===== src/rtl/clock_mode_ctrl.sv =====
// Run/set-hour/set-minute controller for the HH:MM clock: seconds count, inc strobes, key auto-repeat, blink mask.
// Inputs are registered once, so strobes and state changes appear one cycle after the input is sampled; no backpressure.
module clock_mode_ctrl #(
    parameter int HOLD_CYCLES   = 5000000,
    parameter int REPEAT_CYCLES = 2500000
) (
    input  logic       i_clk,
    input  logic       i_rst,
    input  logic       i_tick,
    input  logic       i_key_mode,
    input  logic       i_key_inc,
    output logic       o_min_inc,
    output logic       o_min_carry_en,
    output logic       o_hr_inc,
    output logic [1:0] o_mode,
    output logic [3:0] o_blink_mask,
    output logic [5:0] o_sec
);
    localparam int CNT_MAX = (HOLD_CYCLES > REPEAT_CYCLES) ? HOLD_CYCLES : REPEAT_CYCLES;
    localparam int CW      = $clog2(CNT_MAX + 1);
    localparam logic [CW-1:0] HOLD_W   = CW'(HOLD_CYCLES);
    localparam logic [CW-1:0] REPEAT_W = CW'(REPEAT_CYCLES);

    typedef enum logic [1:0] {
        ST_RUN     = 2'b00,
        ST_SET_HR  = 2'b01,
        ST_SET_MIN = 2'b10
    } state_t;

    state_t          r_state;
    logic            r_tick;
    logic            r_mode_s, r_mode_d;
    logic            r_inc_s, r_inc_d;
    logic [1:0]      r_hist_vld;
    logic            r_rpt_act;
    logic            r_hold_done;
    logic [CW-1:0]   r_rpt_cnt;
    logic            r_phase;

    state_t          w_next_state;
    logic            w_mode_press;
    logic            w_inc_press;
    logic            w_set;
    logic            w_rpt_fire;
    logic            w_strobe;
    logic            w_next_phase;
    logic [3:0]      w_blink;

    // History is trusted only once two real samples exist, so keys held through reset never look like a press.
    assign w_mode_press = r_hist_vld[1] & r_mode_d & ~r_mode_s;
    assign w_inc_press  = r_hist_vld[1] & r_inc_d & ~r_inc_s;
    assign w_set        = (r_state != ST_RUN);
    assign w_rpt_fire   = r_rpt_act & ~r_inc_s &
                          (r_hold_done ? (r_rpt_cnt == REPEAT_W) : (r_rpt_cnt == HOLD_W));
    assign w_strobe     = w_set & ~w_mode_press & (w_inc_press | w_rpt_fire);
    assign w_next_phase = w_mode_press ? 1'b0 : ((w_set & r_tick) ? ~r_phase : r_phase);

    always_comb begin
        w_next_state = r_state;
        if (w_mode_press) begin
            case (r_state)
                ST_RUN:    w_next_state = ST_SET_HR;
                ST_SET_HR: w_next_state = ST_SET_MIN;
                default:   w_next_state = ST_RUN;
            endcase
        end
    end

    always_comb begin
        w_blink = 4'b0000;
        if (w_next_phase && r_inc_s) begin
            if (w_next_state == ST_SET_HR) begin
                w_blink = 4'b1100;
            end else if (w_next_state == ST_SET_MIN) begin
                w_blink = 4'b0011;
            end
        end
    end

    always_ff @(posedge i_clk or negedge i_rst) begin
        if (!i_rst) begin
            r_state        <= ST_RUN;
            r_tick         <= 1'b0;
            r_mode_s       <= 1'b1;
            r_mode_d       <= 1'b1;
            r_inc_s        <= 1'b1;
            r_inc_d        <= 1'b1;
            r_hist_vld     <= 2'b00;
            r_rpt_act      <= 1'b0;
            r_hold_done    <= 1'b0;
            r_rpt_cnt      <= '0;
            r_phase        <= 1'b0;
            o_min_inc      <= 1'b0;
            o_min_carry_en <= 1'b0;
            o_hr_inc       <= 1'b0;
            o_mode         <= 2'b00;
            o_blink_mask   <= 4'b0000;
            o_sec          <= 6'd0;
        end else begin
            r_tick     <= i_tick;
            r_mode_s   <= i_key_mode;
            r_mode_d   <= r_mode_s;
            r_inc_s    <= i_key_inc;
            r_inc_d    <= r_inc_s;
            r_hist_vld <= {r_hist_vld[0], 1'b1};

            r_state      <= w_next_state;
            r_phase      <= w_next_phase;
            o_mode       <= w_next_state;
            o_blink_mask <= w_blink;

            o_min_inc      <= 1'b0;
            o_min_carry_en <= 1'b0;
            o_hr_inc       <= 1'b0;

            // A tick is judged under the pre-transition state, even alongside a mode press.
            if (r_state == ST_RUN && r_tick) begin
                if (o_sec == 6'd59) begin
                    o_sec          <= 6'd0;
                    o_min_inc      <= 1'b1;
                    o_min_carry_en <= 1'b1;
                end else begin
                    o_sec <= o_sec + 6'd1;
                end
            end
            if (r_state == ST_SET_MIN && w_mode_press) begin
                o_sec <= 6'd0;
            end

            if (w_strobe) begin
                if (r_state == ST_SET_HR) begin
                    o_hr_inc <= 1'b1;
                end else begin
                    o_min_inc <= 1'b1;
                end
            end

            // Counter restarts on every strobe, so it only ever counts up to the current target.
            if (w_mode_press || !w_set || r_inc_s) begin
                r_rpt_act   <= 1'b0;
                r_hold_done <= 1'b0;
                r_rpt_cnt   <= '0;
            end else if (w_inc_press) begin
                r_rpt_act   <= 1'b1;
                r_hold_done <= 1'b0;
                r_rpt_cnt   <= CW'(1);
            end else if (r_rpt_act) begin
                if (w_rpt_fire) begin
                    r_hold_done <= 1'b1;
                    r_rpt_cnt   <= CW'(1);
                end else if (r_rpt_cnt != '1) begin
                    r_rpt_cnt <= r_rpt_cnt + CW'(1);
                end
            end
        end
    end
endmodule


===== config.mk =====
export PLATFORM = sky130hd
export DESIGN_NAME = clock_mode_ctrl
export DESIGN_NICKNAME = d
export VERILOG_FILES = /design/src/rtl/clock_mode_ctrl.sv
export SDC_FILE = /design/constraint.sdc
export NUM_CORES = 1
export LEC_CHECK = 0
export CAP_MARGIN = 0
export CORE_MARGIN = 4
export CORE_UTILIZATION = 50
export DETAILED_ROUTE_END_ITERATION = 6
export GPL_TIMING_DRIVEN = 1
export PLACE_DENSITY = 0.72
export SYNTH_ARGS = -nofsm -noshare
export SYNTH_HDL_FRONTEND = slang
export SYNTH_SLANG_ARGS = --single-unit

===== constraint.sdc =====
create_clock -name i_clk -period 2.8 [get_ports i_clk]
set_clock_uncertainty 0.2 [all_clocks]
set_input_delay 0.42 -clock i_clk [delete_from_list [all_inputs] [get_ports i_clk]]
set_output_delay 0.42 -clock i_clk [all_outputs]
set_load 0.005 [all_outputs]

Word level (Yosys, flattened, before mapping)
Cells that the tools add are included.
{"block": "op_classes", "n_eq_ne": 8, "bitwise_logic": 14, "n_mux": 28, "addsub": 2, "reduce_logical": 15}
{"op": "two-way mux 23 bit", "count": 5}
{"op": "adder 23 x 1 -> 23 bit, second input constant", "count": 1}
{"op": "equality test 23 x 22 -> 1 bit, second input constant", "count": 1}
{"op": "equality test 23 bit, second input constant", "count": 1}
{"op": "!= test 23 bit, second input constant", "count": 1}
{"op": "two-way mux 6 bit", "count": 3}
{"op": "two-way mux 1 bit", "count": 15}
{"op": "bitwise AND 1 bit", "count": 9}
{"op": "two-way mux 4 bit", "count": 2}
{"op": "adder 6 x 1 -> 6 bit, second input constant", "count": 1}
{"op": "equality test 6 bit, second input constant", "count": 1}
{"op": "nonzero test 2 bit", "count": 3}
{"op": "nonzero test 3 bit", "count": 2}
{"op": "equality test 2 x 1 -> 1 bit, second input constant", "count": 2}
{"op": "equality test 2 bit, second input constant", "count": 2}
{"op": "two-way mux 2 bit", "count": 2}
{"op": "inverter 1 bit", "count": 4}
{"op": "case mux 2 bit (2 select lines)", "count": 1}
{"op": "AND reduction 2 bit", "count": 2}
{"op": "nonzero test 4 bit", "count": 1}
{"op": "logical AND 1 bit", "count": 3}
{"op": "logical NOT 2 bit", "count": 1}
{"op": "logical OR 1 bit", "count": 2}
{"op": "logical NOT 1 bit", "count": 1}
{"op": "bitwise OR 1 bit", "count": 1}
{"block": "word_totals", "register_bits": 48, "inputBits": 5, "out_inout_bits": 15, "word_cells": 83}

Depth between registers and ports, before layout
{"block": "logic_depth", "ltp_word": 7, "mapped_depth": 8, "mapped_depth_nobuf": 7}

Worst setup path after synthesis
OpenSTA, ideal clock, no wires.
{"block": "synth_path", "path_kind": "register to register", "startpoint": "register r_mode_s", "endpoint": "register r_rpt_cnt[10]", "t_arrival_ns": 1.837, "path_slack_ns": 0.647, "required_ns": 2.484, "stages_incl_launch_ff": 7, "setup_ns": 0.116, "path_buffers": 1, "period_less_slack_ns": 2.153, "cell_sequence": "dfstp_2 > and3b_1 > nor4b_2 > and2_2 > nand2_2 > buf_4 > o311ai_0"}
{"block": "synth_via", "elab_chain_len": 6, "elab_cells_between_ends": 8, "cone_classes": "mux: 1; bitwise: 2; reduce/logical: 5"}
{"item": "start: declaration", "line_no": "32", "rtl": "logic r_mode_s, r_mode_d;"}
{"item": "start signal: assignment", "line_no": "101", "rtl": "r_mode_s <= i_key_mode;"}
{"item": "inverter 1 bit *", "line_no": "50", "rtl": "assign w_mode_press = r_hist_vld[1] & r_mode_d & ~r_mode_s;"}
{"item": "bitwise AND 1 bit *", "line_no": "50"}
{"item": "logical OR 1 bit * (2 in series)", "line_no": "139", "rtl": "if (w_mode_press || !w_set || r_inc_s) begin"}
{"item": "nonzero test 4 bit (no source line) / nonzero test 3 bit (equally long branches)"}
{"item": "AND reduction 2 bit (no source line)"}
{"item": "end signal: assignment", "line_no": "152", "rtl": "r_rpt_cnt <= r_rpt_cnt + CW'(1);"}
{"item": "end: declaration", "line_no": "37", "rtl": "logic [CW-1:0] r_rpt_cnt;"}
Every way passes the cells marked *; elsewhere a longest branch is shown, timed or not.
A chain may end at the register's enable or synchronous reset.

Final worst setup path
{"block": "layout_path", "startpoint": "register r_rpt_cnt[5]", "endpoint": "register r_rpt_cnt[19]"}
{"block": "layout_via", "elab_chain_len": 7, "elab_cells_between_ends": 13, "cone_classes": "add/sub: 1; eq/ne: 3; mux: 6; bitwise: 1; reduce/logical: 2"}
{"item": "parallel branches: the longest is 7 deep, another holds adder 23 x 1 -> 23 bit"}
Parallel ways; which one is timed is not known. The select of a mux whose other input is x is not followed.

==> results.sh <==
export IMPL_grt_max_degree=31
export IMPL_drtIter0Drc=214
export IMPL_antenna_found_initial=0
export IMPL_routed_via_density=6.236
export IMPL_r2r_cells=6
export IMPL_ys_ff_latch=46
export IMPL_wirelength_mm=5.672
export IMPL_synth_top_area_cell="dfrtp_1"
export IMPL_die_y_um=78.37
export IMPL_whs_ps=159.7
export IMPL_route_detailed_drc=0
export IMPL_path_cells="nand4b_1 > or4_1 > a221o_1 > buf_4 > a32oi_1 > o22ai_1"
export IMPL_rows=25
export IMPL_synthesis_area_sq_um=2476
export IMPL_syn_num_nets=271
export IMPL_peakVddDrop_mv=0.4886
export IMPL_clk_pin_slew_ps=90
export IMPL_critPathLaunchType="flip-flop"
export IMPL_worstHoldPathCells=0
export IMPL_vias=2189
export IMPL_insertion_delay_ps=300
export IMPL_drive_gt1_share_pct=10.92
export IMPL_syn_avg_cell_area_sq_um=9.415
export IMPL_cts_root_buf="clkbuf_8"
export IMPL_postPlaceCellArea_sq_um=2721
export IMPL_arrival_ps=2390
export IMPL_required_ps=2780
export IMPL_synthArstFlopShare_pct=100.0
export IMPL_setup_viol=0
export IMPL_htreeDepth=2
export IMPL_final_instance_count_excl_fill=351
export IMPL_yosysTopAreaCellShare_pct=42.45
export IMPL_core_area_sq_um=4755
export IMPL_net_switching_power_uw=518.2
export IMPL_fin_area_sq_um=2841
export IMPL_die_w_um=78.37
export IMPL_synthTopCellsByCount="dfrtp_1, nand3_1, nand4_1"
export IMPL_p_per_area_nw_per_um2=599.6
export IMPL_comb_power_share_pct=23.4
export IMPL_hpwl_mm=3.893
export IMPL_intPower_uw=1186
export IMPL_cts_sinks=46
export IMPL_post_route_min_period_ps=2419
export IMPL_switching_share_pct=30.41
export IMPL_rsz0062_at_grt="false"
export IMPL_grt_pass1_wl_mm=9.791
export IMPL_setup_tns_final_ps=0
export IMPL_drt_pass1_iterations=5
export IMPL_synth_main_ff_cell="dfrtp_1"
export IMPL_reg2reg_slack_ps=380
export IMPL_clkPwrFrac_pct=29.0
export IMPL_max_freq_mhz=413.5
export IMPL_max_slew_margin_pct=43.99
export IMPL_tightest_slew_ps=838.3
export IMPL_synth_edf_count=0
export IMPL_initial_core_util_pct=52.08
export IMPL_cts_buffers=5
export IMPL_routabilityCongestion=0.9080
export IMPL_area_growth_pct=14.76
export IMPL_seq_area_frac_synth_pct=46.69
export IMPL_diodes=0
export IMPL_final_nets=291
export IMPL_grt_pass1_vias=2019
export IMPL_grt_overflow=0
export IMPL_critical_path_class="reg -> reg"
export IMPL_drtAntennaViolNets=0
export IMPL_hold_class="reg -> reg"
export IMPL_cts_tree="done"
export IMPL_drv_slew=0
export IMPL_cap_violations=0
export IMPL_yosysMostFrequentCell="dfrtp_1"
export IMPL_seqPwrFrac_pct=47.7
export IMPL_status="complete, no violations"
export IMPL_critPathSlowestCell="dfrtp_1"
export IMPL_post_cts_resized=0
export IMPL_ios=20
export IMPL_slowest_delay_ps=490
export IMPL_post_route_util_pct=59.76
export IMPL_path_max_fanout=10
export IMPL_leakage_uw=0.001062
export IMPL_io_buffers=19
export IMPL_ys_warn_count=0
export IMPL_synthCells=263
export IMPL_cp_end_kind="flip-flop"
export IMPL_ys_top_cells_by_area="dfrtp_1, nand3_1, nand4_1"
export IMPL_grt_usage_pct=20.05
export IMPL_min_period_over_period_pct=86.38
export IMPL_clk_path_buf_depth=2
export IMPL_yosysUniqueCellTypes=55
export IMPL_dp_cells=342
export IMPL_wire_per_inst_um=16.16
export IMPL_dieArea_sq_um=6142
export IMPL_hold_viol=0
==> per-stage QoR <==
stage          power (uW)  worst slack [ps]
2_1_floorplan        1039             647.3
3_3_place_gp         1211             423.5
3_5_place_dp         1223             431.9
4_1_cts              1720             408.4
5_1_grt              1809             217.3
6_report             1704             381.4
==> layout by cell type, fill, tap and decap left out, drive strengths merged, types with 3 or more instances in the layout <==
cell type	count
dfrtp	42
or4	4
nor2	13
nor3b	3
ha	3
a21oi	9
o21ai	8
nand4b	4
nand4	26
nand3	32
o22ai	3
clkbuf	6
o311ai	10
a31oi	4
and3	4
clkdlybuf4s50	18
buf	10
inv	11
dfstp	4
nand2	22
nor3	4
or2	3
nor4	4
or3	3
a32oi	5
==> kinds of logic (layout without fill, tap and decap cells) <==
logic type / count (synthesis) / in the layout / share of synthesized area, %
flops: 46 / 46 / 46.69
other cells: 1 / 1 / 0.1514
fa+ha+maj: 3 / 3 / 1.516
xor+xnor: 1 / 1 / 0.3538
buf+inv: 27 / 48 / 5.558
simple gates: 135 / 135 / 31.43
compound gates: 49 / 49 / 13.90
mux: 1 / 1 / 0.4043
==> critical path: cells and delay by family (launching register included) <==
family / cells / cell delay (ps)
buffers and inverters: 1 / 230
flip-flops: 1 / 490
AO/OA/AOI/OAI: 3 / 730
AND/OR/NAND/NOR: 2 / 640
==> timing repair <==
item,CTS,global route
hold buffers,1,0
setup buffers,0,0
endpoints found under the hold margin,16,0
setup endpoints to repair,0,0
==> flip-flops by register name, indices dropped and copies added (netlist names) <==
name and cells:
r_inc_d 1, o_hr_inc 1, r_hist_vld 2, r_hold_done 1, r_rpt_act 1, r_rpt_cnt 23
r_mode_s 1, o_min_carry_en 1, r_phase 1, r_state 2, o_blink_mask 2, r_tick 1
r_mode_d 1, o_min_inc 1, o_sec 6, r_inc_s 1
==> final timing paths <==
path,from,to
setup / recovery,r_rpt_cnt[5],r_rpt_cnt[19]
hold / removal,r_hist_vld[0],r_hist_vld[1]
setup reg to reg,r_rpt_cnt[5],r_rpt_cnt[19]
hold reg to reg,r_hist_vld[0],r_hist_vld[1]
max in group asynchronous,i_rst,r_inc_s
min in group asynchronous,i_rst,o_sec[4]
==> power by group through the flow <==
stage	clock, uW	sequential, uW	combinational [uW]
floorplan	0	816	223
finish	494	812	398
global placement	0	822	389
global route	541	829	440
CTS	506	812	401
detailed placement	0	826	396
==> area by class of cell <==
type / instances / area, sq um
inverters: 11 / 41.29
fillers: 438 / 1913
clock inverters: 2 / 37.54
multi-input cells: 190 / 1187
flip-flops and latches: 46 / 1156
clock buffers: 6 / 72.57
repair buffers: 29 / 262.8
well taps: 67 / 83.83
==> metal layers <==
| metal | up-vias | track usage, % | part of all wire [%] |
|---|---|---|---|
| li1 | 1047 | - | - |
| met1 | 1077 | 28.95 | 48 |
| met2 | 58 | 29.97 | 47 |
| met3 | 7 | 3.899 | 4.2 |
| met4 | 0 | 7.343 | 1.2 |
| met5 | - | 0 | 0 |
No activity file was read; power rests on OpenSTA's default activity.
